==> config.mk <==
export PLATFORM = sky130hd
export DESIGN_NAME = tsp_nn_route_planner
export DESIGN_NICKNAME = d
export VERILOG_FILES = /design/src/rtl/tsp_nn_route_planner.sv
export SDC_FILE = /design/constraint.sdc
export NUM_CORES = 1
export LEC_CHECK = 0
export CAP_MARGIN = 20
export CELL_PAD_IN_SITES_DETAIL_PLACEMENT = 0
export CELL_PAD_IN_SITES_GLOBAL_PLACEMENT = 2
export CORE_MARGIN = 4
export CORE_UTILIZATION = 44
export CTS_BUF_LIST = sky130_fd_sc_hd__clkbuf_4
export DETAILED_ROUTE_END_ITERATION = 6
export PLACE_DENSITY = 0.92
export SYNTH_ARGS = -nofsm -noshare
export SYNTH_HDL_FRONTEND = slang
export SYNTH_SLANG_ARGS = --single-unit
==> constraint.sdc <==
create_clock -name sys_clk -period 12.7 [get_ports sys_clk]
set_input_delay 2.54 -clock sys_clk [delete_from_list [all_inputs] [get_ports sys_clk]]
set_output_delay 2.54 -clock sys_clk [all_outputs]
set_load 0.02 [all_outputs]
==> src/rtl/tsp_nn_route_planner.sv <==
// rtl/tsp_nn_route_planner.sv - nearest-neighbour tour planner for the 6-LED salesman demo
module tsp_nn_route_planner #(
    parameter int N_CITIES = 6,
    parameter int COORD_W  = 16,
    parameter int IDX_W    = 3,
    parameter int LEN_W    = COORD_W + 3
) (
    input  logic               sys_clk,
    input  logic               sys_rst_n,
    input  logic               coord_we,
    input  logic [IDX_W-1:0]   coord_addr,
    input  logic [COORD_W-1:0] coord_wdata,
    input  logic               start,
    output logic               busy,
    output logic               next_valid,
    input  logic               next_ready,
    output logic [IDX_W-1:0]   next_city,
    output logic [COORD_W-1:0] next_dist,
    output logic               tour_done,
    output logic [LEN_W-1:0]   tour_len
);

    typedef enum logic [1:0] {S_IDLE, S_EMIT, S_SCAN, S_CLOSE} state_t;

    localparam logic [IDX_W:0]   N_EXT  = (IDX_W+1)'(N_CITIES);
    localparam logic [IDX_W-1:0] LAST_I = IDX_W'(N_CITIES - 1);

    // Unsigned distance without wrap: always subtract the smaller from the larger.
    function automatic logic [COORD_W-1:0] abs_diff(input logic [COORD_W-1:0] a,
                                                    input logic [COORD_W-1:0] b);
        return (a >= b) ? (a - b) : (b - a);
    endfunction

    state_t               state;
    state_t               state_nx;
    logic [COORD_W-1:0]   coord [N_CITIES];
    logic [N_CITIES-1:0]  visited;
    logic [IDX_W-1:0]     cur;
    logic [LEN_W-1:0]     acc;
    logic [IDX_W-1:0]     scan_i;
    logic [IDX_W-1:0]     best_idx;
    logic [COORD_W-1:0]   best_d;
    logic                 best_found;
    logic [LEN_W-1:0]     tour_len_q;

    logic                 accept;
    logic                 scan_last;
    logic [COORD_W-1:0]   cand_d;
    logic                 cand_take;
    logic [IDX_W-1:0]     sel_idx;
    logic [COORD_W-1:0]   sel_d;
    logic [LEN_W-1:0]     close_sum;
    logic                 coord_wr;

    assign accept    = (state == S_EMIT) && next_ready;
    assign scan_last = (scan_i == LAST_I);
    assign cand_d    = abs_diff(coord[scan_i], coord[cur]);
    // Strict less-than keeps the earliest (lowest index) candidate on ties.
    assign cand_take = !visited[scan_i] && (!best_found || (cand_d < best_d));
    assign sel_idx   = cand_take ? scan_i : best_idx;
    assign sel_d     = cand_take ? cand_d : best_d;
    assign close_sum = acc + LEN_W'(abs_diff(coord[cur], coord[0]));
    // A write coinciding with start is dropped so the tour sees a consistent map.
    assign coord_wr  = (state == S_IDLE) && coord_we && !start && ({1'b0, coord_addr} < N_EXT);

    assign busy       = (state != S_IDLE);
    assign next_valid = (state == S_EMIT);
    assign tour_done  = (state == S_CLOSE);
    assign tour_len   = tour_done ? close_sum : tour_len_q;

    // State register.
    always_ff @(posedge sys_clk or negedge sys_rst_n) begin
        if (!sys_rst_n) begin
            state <= S_IDLE;
        end else begin
            state <= state_nx;
        end
    end

    // Next-state decode: emit, scan all candidates, repeat until every city has gone out.
    always_comb begin
        state_nx = state;
        case (state)
            S_IDLE:  if (start) state_nx = S_EMIT;
            S_EMIT:  if (accept) state_nx = (&visited) ? S_CLOSE : S_SCAN;
            S_SCAN:  if (scan_last) state_nx = S_EMIT;
            S_CLOSE: state_nx = S_IDLE;
            default: state_nx = S_IDLE;
        endcase
    end

    // Datapath: coordinate store, visited mask, running best and tour accumulator.
    always_ff @(posedge sys_clk or negedge sys_rst_n) begin
        if (!sys_rst_n) begin
            for (int i = 0; i < N_CITIES; i++) begin
                coord[i] <= COORD_W'(i + 1);
            end
            visited    <= '0;
            cur        <= '0;
            acc        <= '0;
            scan_i     <= '0;
            best_idx   <= '0;
            best_d     <= '0;
            best_found <= 1'b0;
            next_city  <= '0;
            next_dist  <= '0;
            tour_len_q <= '0;
        end else begin
            case (state)
                S_IDLE: begin
                    if (start) begin
                        visited   <= {{(N_CITIES-1){1'b0}}, 1'b1};
                        cur       <= '0;
                        acc       <= '0;
                        next_city <= '0;
                        next_dist <= '0;
                    end else if (coord_wr) begin
                        coord[coord_addr] <= coord_wdata;
                    end
                end
                S_EMIT: begin
                    if (accept) begin
                        acc        <= acc + LEN_W'(next_dist);
                        cur        <= next_city;
                        scan_i     <= '0;
                        best_found <= 1'b0;
                    end
                end
                S_SCAN: begin
                    if (cand_take) begin
                        best_idx   <= scan_i;
                        best_d     <= cand_d;
                        best_found <= 1'b1;
                    end
                    scan_i <= scan_i + 1'b1;
                    if (scan_last) begin
                        visited[sel_idx] <= 1'b1;
                        next_city        <= sel_idx;
                        next_dist        <= sel_d;
                    end
                end
                S_CLOSE: begin
                    tour_len_q <= close_sum;
                end
                default: ;
            endcase
        end
    end

endmodule

Word-level counts from Yosys, hierarchy flattened:

Cells that the tools add are included.

* $add $sub $neg: 7
* multiply operators: 0
* div/mod/pow operators: 0
* $lt $le $gt $ge: 11
* equal/unequal tests: 8
* shift-type cells: 0
* mux-type cells: 42
* bitwise gates (word level): 5
* reductions and logical operators: 23

Operators with widths (number)
* $mux W16: 10
* $bmux W16 S3: 2
* $bwmux W96: 1
* $sub A16 B16 Y16: 4
* $mux W19: 3
* $demux W16 S3: 1
* $add A19 B16 Y19: 2
* $pmux W19 S2: 1
* $ge A16 B16 Y1: 2
* $pmux W16 S2: 1
* $pmux W3 S2: 3
* $lt A16 B16 Y1: 1
* $mux W3: 5
* $reduce_and A3 Y1: 5
* $ge A4 B4 Y1 const B: 3
* $mux W6: 2
* $not A3 Y4: 3
* $pmux W6 S2: 1
* $lt A3 B4 Y1 const B: 2
* $pmux W2 S4: 1
* $reduce_bool A2 Y1: 4
* $logic_and A1 B1 Y1: 7
* $mux W2: 3
* $ne A2 B2 Y1 const B: 3
* other kinds (19): 26

* register bits: 187
* bits in latches: 0
* memory bits (writable): 0
* bits in read-only memories: 0
* input port bits: 24
* memories: 0

Depth between registers and ports, before layout:

* word-level depth: 17
* mapped depth: 30
* gate-level depth less buffers: 25

Worst setup path before layout:

OpenSTA, ideal clock, no wires.

* path kind: flip-flop to output port
* from: reg cur[0]
* to: out tour_len[18]
* arrival time: 6.880 ns
* data required time: 10.160 ns
* setup slack: 3.280 ns
* cell stages (with the launch flop): 27
* cell sequence: dfrtp_1 clkbuf_1 clkbuf_1 buf_1 mux2i_1 o22a_1 inv_1 ha_1 clkbuf_1 o211a_1 o21ai_0 a31oi_1 o21ai_0 a31oi_1 o41ai_2 clkbuf_1 mux2_2 fa_1 a21o_1 a21o_1 a2111oi_0 o31a_1 a21oi_1 a41o_1 o211ai_1 xor2_1 o21ai_0

* cells in the longest elaborated chain, start to end: 8

RTL lines
* start: declaration: RTL line 38 `logic [IDX_W-1:0] cur;`
* start signal: assignment: RTL line 124 `cur <= next_city;`
* $not A3 Y4 (implied by the code) (*): RTL line 62 `assign close_sum = acc + LEN_W'(abs_diff(coord[cur], coord[0]));`
* $bmux W16 S3 (*): RTL line 62
* $mux W16 (implied by the code) (*) (2 in a row): RTL line 62
* $sub A16 B16 Y16 or $ge A16 B16 Y1 (tied branches): RTL line 31 `return (a >= b) ? (a - b) : (b - a);`
* $mux W16 (*): RTL line 31
* $add A19 B16 Y19 (*): RTL line 62
* $mux W19 (*)
* end: declaration: RTL line 20 `output logic [LEN_W-1:0] tour_len`

Mark *: on every way between the ends. The rest lies on a longest branch, timed or not. The select of a mux whose other input is x is not followed.

Worst setup path in the final report:

Ends and elaborated chain as after synthesis.

==> impl_metrics.csv <==
group,metric,value,unit
run_status,status,"finished, final reports clean",
setup_path,reg2regPathDepth,24,
floorplanning,start_util,44.8,%
floorplanning,die-area,0.0332,mm^2
floorplanning,boundaryPins,65,
synth,synth_async_sr_flop_share,100,%
sta,hold_viol_final,0,
drt,routed_wl,35200,um
setup_path,slowest_delay,0.64,ns
synth,synth_edf_count,0,
clock_tree,ctsHoldBuffers,0,
sta,final_max_slew_viol_count,0,
global_routing,grt_pass1_vias,10400,
final_layout,syn_to_final_growth,9.87,%
floorplanning,chipHeight,182,um
synth,yosysSeqAreaShare,35.1,%
setup_path,r2r-end,"visited[3]",
clock_tree,cts_buffers,17,
place,gp_congestion,0.929,
sta,finClkSkew,0.0407,ns
final_layout,final_cell_mix,"176 x dfrtp_1, 138 x nand2_1, 114 x o21ai_0",
clock_tree,post_cts_buffers,0,
clock_tree,cts_sinks,187,
sta,rsz0062_at_grt,"no",
sta,worstMarginPinSlew,1.10,ns
sta,slew_headroom,26.1,%
final_layout,nets,1543,
drt,num_vias,10300,
clock_tree,cts-resized-gates,0,
setup_path,cp_data_arrival_time,8.26,ns
global_routing,grt_pass1_wl,57300,um
worst_hold_path,min_to,"tour_len_q[10]",
global_routing,antenna_found_initial,1,
floorplanning,core,0.0298,mm^2
sta,finalCriticalPeriod,10.80,ns
synth,synth_nets,1509,
place,io_buffers,64,
flow_run,drv_cap,0,
setup_path,start_kind,"flop",
setup_path,crit_type,"reg2out",
sta,fmax,0.0926,GHz
synth,synth_area_leaders,"dfrtp_1 33%, ha_1 10%, mux2_2 7.8%",
place,hpwl,26800,um
synth,yosys.area.top_type,"dfrtp_1",
worst_hold_path,worstHoldStart,"tour_len_q[10]",
synth,yosys_warnings,0,
sta,final-setup-viol-count,0,
synth,synth-seq-cells,187,
synth,synth.distinct_cells,77,
setup_path,reg2reg_slack,5.33,ns
final_layout,fillers,2820,
sta,fin_crit_sh,85.0,%
drt,post-route-drc-count,0,
setup_path,worstPathMaxFanout,33,
drt,dr.pass1.iters,6,
synth,syn_area,0.0134,mm^2
sta,setup_tns,0,ns
clock_tree,cts_tree,"done",
setup_path,critPathSlowestCell,"a2111oi_0",
global_routing,grtUsageTotal,21.5,%
global_routing,grt_overflow,0,
drt,drt_iter0_drc,622,
worst_hold_path,min_path_cells,2,
clock_tree,clk_latency,0.63,ns
final_layout,final_common_cell,"dfrtp_1",
synth,synth.top_cell.area_share,33.3,%
setup_path,end_kind,"primary output",
drt,viasPerCell,5.70,
synth,syn-mean-instance-area,9.77,um^2
drt,ant_nets,0,
floorplanning,die_x,182,um
synth,syn_inst,1368,
worst_hold_path,min_path_type,"reg2reg",
setup_path,crit_required,10.16,ns
global_routing,grt_max_degree,82,
clock_tree,cts_buffer_depth,2,
final_layout,drive_above_1_share,14.4,%
floorplanning,placementRows,63,
clock_tree,cts-htree-levels,4,
drt,post_drt_wl_per_cell,19.5,um
clock_tree,cts-root-buf,"clkbuf_4",
setup_path,timing.rr.start,"scan_i[0]",
synth,ys.flop_type,"dfrtp_1",
clock_tree,clkSlewWorstSetupHoldPaths,0.18,ns
==> registers in the layout, summed over array words and instances, names as in the netlist <==
| name | cells |
|---|---|
| scan_i | 3 |
| acc | 19 |
| next_dist | 16 |
| tour_len_q | 19 |
| coord | 96 |
| cur | 3 |
| visited | 6 |
| best_found | 1 |
| best_idx | 3 |
| state | 2 |
| next_city | 3 |
| best_d | 16 |
==> routing by layer <==
layer | global-route usage, % | wire length [um] | share of wire [%] | vias to the layer above
met2 | 34.5 | 16200 | 46 | 210
met5 | 0 | 0 | 0 | -
met3 | 2.73 | 1270 | 3.6 | 32
li1 | - | - | - | 4943
met1 | 31.4 | 17200 | 49 | 5118
met4 | 4.68 | 519 | 1.5 | 0
==> layout make-up <==
type | instances | area (um^2) | share of cell area (%)
clock inverters | 14 | 145 | 0.989
flip-flops and latches | 187 | 4690 | 32.0
clock buffers | 18 | 135 | 0.920
well taps | 390 | 488 | 3.32
diodes | 4 | 10.0 | 0.0682
inverters | 107 | 402 | 2.74
multi-input cells | 1009 | 8040 | 54.8
repair buffers | 80 | 764 | 5.21
==> through the flow <==
stage,hold WS (ns),std cells,cell area [um^2],utilization [%],setup slack (ns)
final,0.502,1809,14700,49.3,1.90
after global routing,0.536,1809,14700,49.3,1.30
after CTS,0.513,1805,14700,49.2,1.81
after detailed placement,0.476,1773,14400,48.3,2.58
after global placement,0.464,1773,14400,48.3,2.70
after floorplan,0.444,1368,13400,-,3.28
==> critical path, delay by kind of cell (launching register included) <==
family          cells  cell delay (ns)
compound gates     15             3.63
buf+inv             5             1.66
xor+xnor            1             0.09
mux                 2             0.99
fa+ha+maj           2             0.87
flops               1             0.38
==> cells in the mapped netlist, types with 9 or more instances <==
master,count
xor2_1,30
nor2_1,70
o21ai_0,114
nand2b_1,11
nor3_1,16
nor2b_1,12
a21oi_1,83
inv_1,106
mux4_2,33
buf_2,11
dfstp_2,9
nand3_1,22
a21o_1,39
a211oi_1,9
mux2_2,93
clkbuf_1,47
mux2i_1,58
a31oi_1,10
dfrtp_1,178
ha_1,111
xnor2_1,26
nand2_1,138
o22a_1,16
==> cells by family (layout without fill, tap and decap cells) <==
logic type               after synthesis  after routing  synth area share, %
AO/OA/AOI/OAI                        346            346                 16.6
AND/OR/NAND/NOR                      303            303                 10.2
flip-flops                           187            187                 35.1
multiplexers                         186            186                 17.9
buffers and inverters                172            219                 5.10
adder cells (fa/ha/maj)              117            117                 11.3
XOR/XNOR                              57             57                 3.79
other                                  0              4                    0
==> how the worst max path moves through the flow <==
stage | from | end | slack [ns] | cells after the start
finish | cur[0] | tour_len[18] | 1.90 | 25
global route | cur[0] | tour_len[18] | 1.30 | 25
CTS | cur[0] | tour_len[18] | 1.81 | 25
detailed placement | cur[0] | tour_len[18] | 2.58 | 25
global placement | cur[0] | tour_len[18] | 2.70 | 25
floorplan | cur[0] | tour_len[18] | 3.28 | 26
Power is left out: the tool's default activity adds up to more than one toggle a clock period on the data nets, which glitch-free logic cannot reach.
